===== src/rtl/autotank_patrol.sv =====
// Autonomous enemy-tank patrol controller: walks a fixed route of dwell steps
// and emits the player-tank command word (one-hot direction + fire).
module autotank_patrol #(
    parameter int unsigned DWELL_CNT = 200000000,
    parameter int unsigned CNT_W     = 28,
    parameter int unsigned NUM_STEPS = 10,
    parameter logic [31:0] ROUTE     = 32'h0,
    parameter logic [15:0] FIRE_MASK = 16'h0,
    parameter bit          LOOP      = 1'b1
) (
    input  logic       clk,
    input  logic       reset,
    input  logic       en,
    input  logic       pause,
    input  logic       blocked,
    output logic [4:0] player,
    output logic [3:0] step_idx,
    output logic       step_done,
    output logic       done
);

    typedef enum logic [1:0] {IDLE, MOVE, FIRE, DONE} state_t;

    localparam logic [CNT_W-1:0] CNT_LAST  = CNT_W'(DWELL_CNT - 1);
    localparam logic [3:0]       LAST_STEP = 4'(NUM_STEPS - 1);

    state_t           state_q, state_d;
    logic [3:0]       step_q, step_d;
    logic [CNT_W-1:0] cnt_q, cnt_d;
    logic [4:0]       player_q, player_d;
    logic             step_done_q, step_done_d;
    logic             done_q, done_d;
    logic             adv;

    function automatic logic [3:0] dir_of(input logic [3:0] s);
        return 4'b0001 << ROUTE[{s, 1'b0} +: 2];
    endfunction

    always_comb begin
        state_d     = state_q;
        step_d      = step_q;
        cnt_d       = cnt_q;
        player_d    = player_q;
        step_done_d = 1'b0;
        done_d      = 1'b0;
        adv         = 1'b0;
        if (!en) begin
            state_d  = IDLE;
            step_d   = 4'd0;
            cnt_d    = '0;
            player_d = 5'b0;
        end else begin
            case (state_q)
                IDLE: begin
                    state_d  = MOVE;
                    step_d   = 4'd0;
                    cnt_d    = '0;
                    player_d = {1'b0, dir_of(4'd0)};
                end
                MOVE: begin
                    // pause freezes everything, including a pending collision
                    if (!pause) begin
                        if (cnt_q == CNT_LAST || blocked) begin
                            step_done_d = 1'b1;
                            cnt_d       = '0;
                            if (FIRE_MASK[step_q]) begin
                                state_d  = FIRE;
                                player_d = {1'b1, dir_of(step_q)};
                            end else begin
                                adv = 1'b1;
                            end
                        end else begin
                            cnt_d = cnt_q + 1'b1;
                        end
                    end
                end
                FIRE: adv = 1'b1;
                DONE: begin
                    player_d = 5'b0;
                    done_d   = 1'b1;
                end
                default: state_d = IDLE;
            endcase
            if (adv) begin
                if (step_q < LAST_STEP) begin
                    state_d  = MOVE;
                    step_d   = step_q + 4'd1;
                    player_d = {1'b0, dir_of(step_q + 4'd1)};
                end else if (LOOP) begin
                    state_d  = MOVE;
                    step_d   = 4'd0;
                    player_d = {1'b0, dir_of(4'd0)};
                end else begin
                    state_d  = DONE;
                    player_d = 5'b0;
                    done_d   = 1'b1;
                end
            end
        end
    end

    always_ff @(posedge clk or posedge reset) begin
        if (reset) begin
            state_q     <= IDLE;
            step_q      <= 4'd0;
            cnt_q       <= '0;
            player_q    <= 5'b0;
            step_done_q <= 1'b0;
            done_q      <= 1'b0;
        end else begin
            state_q     <= state_d;
            step_q      <= step_d;
            cnt_q       <= cnt_d;
            player_q    <= player_d;
            step_done_q <= step_done_d;
            done_q      <= done_d;
        end
    end

    assign player    = player_q;
    assign step_idx  = step_q;
    assign step_done = step_done_q;
    assign done      = done_q;

endmodule


===== config.mk =====
export PLATFORM = sky130hd
export DESIGN_NAME = autotank_patrol
export DESIGN_NICKNAME = d
export VERILOG_FILES = /design/src/rtl/autotank_patrol.sv
export SDC_FILE = /design/constraint.sdc
export NUM_CORES = 1
export LEC_CHECK = 0
export ABC_AREA = 0
export CAP_MARGIN = 20
export CORE_ASPECT_RATIO = 0.5
export CORE_MARGIN = 2
export CORE_UTILIZATION = 36
export CTS_CLUSTER_SIZE = 14
export DETAILED_ROUTE_END_ITERATION = 6
export REMOVE_ABC_BUFFERS = 1
export SYNTH_ARGS = -nofsm -noshare
export SYNTH_HDL_FRONTEND = slang
export SYNTH_SLANG_ARGS = --single-unit

===== constraint.sdc =====
create_clock -name clk -period 3.1 [get_ports clk]
set_clock_uncertainty 0.15 [all_clocks]
set_input_delay 0.62 -clock clk [delete_from_list [all_inputs] [get_ports clk]]
set_output_delay 0.62 -clock clk [all_outputs]
set_load 0.005 [all_outputs]

After elaboration in Yosys (flattened, before gate mapping) --
Memory sizes are Yosys's and may differ from the RTL's. Cells that the tools add are included.
Storage, ports and cells: register bits after elaboration 41, memory bits (read-only) 16, input port bits 5, output and inout bits 11, logic and storage cells 65, memories 1
Operators by class: add/sub/neg operators 2, order comparisons 2, equality and inequality tests 12, shifts and indexed selects 4, mux-type cells 33, reduce and logical (&&, ||, !) cells 5
Memory list:
- (name not given) | words 16, width 1, read ports 1, clocked after memory_dff 0, wr ports 0, RTL line 66 | if (FIRE_MASK[step_q]) begin
Operators by type and width (number):
- 28-bit two-way mux | 3
- 32-bit by 6-bit indexed part select with 2-bit output, first input constant | 2
- 28-bit case mux with 2 select lines | 1
- 28-bit by 1-bit adder with 28-bit output, second input constant | 1
- 28-bit == test, second input constant | 1
- 5-bit two-way mux | 5
- 4-bit two-way mux | 5
- 5-bit case mux with 3 select lines | 1
- 4-bit != test, second input constant | 3
- 1-bit two-way mux | 11
- 2-bit two-way mux | 5
- 4-bit AND reduction | 2
- 1-bit by 2-bit left shift with 4-bit output, first input constant | 2
- 3-bit by 1-bit != test with 1-bit output, second input constant | 2
- 4-bit by 5-bit less-than comparator with 1-bit output, second input constant | 1
- 5-bit by 1-bit != test with 1-bit output, second input constant | 1
- 4-bit by 1-bit adder with 4-bit output, second input constant | 1
- 2-bit == test, second input constant | 2
- 4-bit less-than comparator, second input constant | 1
- 4-bit by 1-bit != test with 1-bit output, second input constant | 1
- 2-bit case mux with 2 select lines | 1
- 3-bit != test, second input constant | 1
- 2-bit by 1-bit == test with 1-bit output, second input constant | 1
- 2-bit logical NOT | 1
- 3 further kinds | 3

Depth between registers and ports, before layout --
Gate-level depths: netlist (run 1).
depth in word-level cells 9, depth in mapped cells 9, depth with buffers taken out 8

Worst setup path before layout (run 1) --
OpenSTA, ideal clock, no wires.
path type register to register, start reg state_q[0], end reg cnt_q[26], arrival 1.972 ns, path slack 0.859 ns, cell stages (with the launch flop) 8, path buffers 0, clock period less this slack 2.241 ns, path through dfrtp_1 ha_1 nor2b_1 nor3_2 or4_4 nor3_2 xnor2_1 nor2_2
Between the ends: word-level cells in the longest chain between the ends 3, elaborated cells on any way between the ends 7, those cells by class 3 x eq/ne; 2 x mux; 2 x reduce/logical
Ends and longest elaborated chain:
- start, declared | RTL line 27 | state_t state_q, state_d;
- start signal, assigned | RTL line 111 | state_q <= state_d;
- 2-bit by 1-bit == test with 1-bit output / 2-bit logical NOT (equally long branches) | RTL line 53 | case (state_q)
- 28-bit case mux with 2 select lines (tied with other cells) | RTL line 53
- 28-bit two-way mux / 2-bit AND reduction (equally long branches)
- end signal, assigned | RTL line 113 | cnt_q <= cnt_d;
- end, declared | RTL line 29 | logic [CNT_W-1:0] cnt_q, cnt_d;
Parallel ways exist; a longest one is shown, timed or not. A chain may end at the register's enable or synchronous reset.

Worst setup path after layout (run 1) --
start reg state_q[1], end reg cnt_q[25]
The elaborated chain is that of the path after synthesis.

==> flow_summary.toml, run 1 <==
[grt]
grt-ovfl-total = 0
grtUsageTotal = 0.138
grt_pass1_wl_microns = 7040
grt_max_degree = 39
antenna_found_initial = 0
grt_pass1_vias = 1480

[power_and_ir_drop]
peakVddDrop_v = 0.000364
p_leak_nw = 0.997
power.density_mw_per_mm2 = 464

[timing]
tns_ns = 0
relSlewSlack = 0.636
hold_viol_final = 0
rsz0062_at_grt = "false"
period_needed_ns = 2.65
finalCritPeriodShare = 0.855
final-setup-viol-count = 0
drv_slew = 0
max_freq_mhz = 377
worst_slew_pin_slew_ns = 0.542
hold_ws_ns = 0.353

[worst_setup_path]
cp_max_fo = 7
rr_worst_depth = 8
crit_arrival_ns = 2.66
worstSetupStartpointType = "register"
crit_type = "reg2reg"
worstPathRequired_ns = 3.11
end_kind = "register"
ff2ff_setup_slack_ns = 0.45

[min_path]
min_path_cells = 2
hold_path.class = "reg2reg"

[flow_run]
cap_violations = 0

[yosys]
ys.flop_type = "dfrtp_1"
ys_types = 44
synth_top_area_frac = 0.465
yosys-top-cells-area = "dfrtp_1 (46%), nor2_1 (7.2%), xor2_1 (5.6%)"
synthCells = 215
synthArstFlopShare = 1.00
ys_ff_latch = 38
yosysWarnings = 0
syn_avg_cell_area_sq_um = 9.52
syn_area_sq_mm = 0.00205
synth_edf_count = 0
synth_largest_area_cell = "dfrtp_1"
ys_seq_area_frac = 0.465

[clock_tree]
insertion_delay_ns = 0.28
htree_levels = 2
clkSlewWorstSetupHoldPaths_ns = 0.06
post_cts_resized = 0
cts_root_buffer = "clkbuf_16"
cts_made_buffers = 5
post_cts_buffers = 0
clk_path_buf_depth = 2
cts_hold_buf = 0
cts_tree = "yes"
clock_sinks = 38

[run_status]
status = "finished, final reports clean"

[final_layout]
synthToLayoutAreaGrowth_pct = 17.1
finalNonFillerCells = 306
seqCellArea_sq_um = 951
multi_input_area_sq_mm = 0.00102
nNetsFinal = 244
stdcell_area_sq_mm = 0.00240
final_common_cell = "nor2_1"
final_cell_mix = "nor2_1 (39), dfrtp_1 (38), nand2_1 (17)"
drive_gt1_frac = 0.0858
fillers = 535
n_antenna_cell = 0

[drt]
final_antenna_net_count = 0
via_per_inst = 5.04
post_drt_wl_per_cell_microns = 12.9
vias = 1541
drc = 0
wirelength_microns = 3960
first_pass_iters = 4
drtIter0Drc = 53

[floorplan]
die_w_microns = 111
start_util = 0.373
core_area_sq_mm = 0.00549
rows = 19
ioPinCount = 16
die-area_sq_mm = 0.00634
die_h_microns = 57.3

[placement]
dpl_cell_area_sq_mm = 0.00225
dp.cells = 298
dpl.hpwl_microns = 2790
gp_congestion = 0.743
io_buffers = 12
==> per-layer routing <==
layer  GRT usage  wire length (microns)  up-vias
li1            -                      -      758
met4      0.0411                     13        0
met1       0.197                   2050      752
met3      0.0298                    134        2
met5           0                      0        -
met2       0.214                   1770       29
==> worst max-delay path: stages, from the launching register on <==
cell      delay [ns]
dfrtp_1         0.40
inv_1           0.10
ha_1            0.28
nor2b_1         0.46
o311ai_1        0.22
nor4_2          0.50
nand3_1         0.18
xor2_1          0.17
nor2_1          0.05
==> synthesized netlist by cell type (all sizes together) (2+ instances only) <==
cell type,count
a21o,2
nor2b,2
nor3,9
and4,3
mux2i,2
nand3,9
nand2,17
a21oi,3
inv,9
xnor2,12
nand2b,4
or4,2
and3,4
buf,7
o21ai,3
nor4,2
nor2,40
o31ai,2
nor3b,2
xor2,13
dfrtp,38
nand4,7
o22ai,3
ha,7
==> logic make-up after synthesis <==
logic type,synth area share
xor+xnor,0.107
compound gates,0.0575
flops,0.465
simple gates,0.277
buf+inv,0.0397
fa+ha+maj,0.0428
other cells,0.00183
mux,0.00978
==> stage by stage <==
stage	power (mW)	utilization	setup slack, ns
floorplan	0.571	-	0.730
finish	1.11	0.436	0.448
global route	1.16	0.436	0.211
CTS	1.12	0.436	0.441
global placement	0.607	0.409	0.362
detailed placement	0.610	0.409	0.279
==> state kept, by name (all words and copies together) (netlist names) <==
register / flops
step_idx: 4
state_q: 2
player: 2
step_done: 1
cnt_q: 28
done: 1
==> power breakdown <==
part           total [mW]  switching [mW]  internal [mW]
Clock               0.512           0.193          0.319
Combinational      0.0924          0.0615         0.0309
Sequential          0.507         0.00491          0.502
Total                1.11           0.260          0.851
==> area by class of cell <==
type | instances | share of cell area
Clock inverter | 1 | 0.00209
Timing Repair Buffer | 16 | 0.0627
Multi-Input combinational cell | 162 | 0.427
Clock buffer | 7 | 0.0595
Inverter | 9 | 0.0141
Sequential cell | 38 | 0.397
Tap cell | 73 | 0.0381
==> worst paths after layout <==
check,from,end
setup / recovery,state_q[1]$_DFFE_PP0P_,cnt_q[25]$_DFFE_PP0P_
hold / removal,player[4]$_DFFE_PP0P_,player[4]$_DFFE_PP0P_
setup reg to reg,state_q[1]$_DFFE_PP0P_,cnt_q[25]$_DFFE_PP0P_
hold reg to reg,player[4]$_DFFE_PP0P_,player[4]$_DFFE_PP0P_
max in group asynchronous,reset,cnt_q[3]$_DFFE_PP0P_
min in group asynchronous,reset,cnt_q[24]$_DFFE_PP0P_
(Power assumes the default switching activity.)
==> run 2: changes to the inputs <==
HOLD_SLACK_MARGIN = 0.05   (was not set)
==> results of run 2 <==
Same layout as run 1: the final DEF is identical, and so are final timing and power.
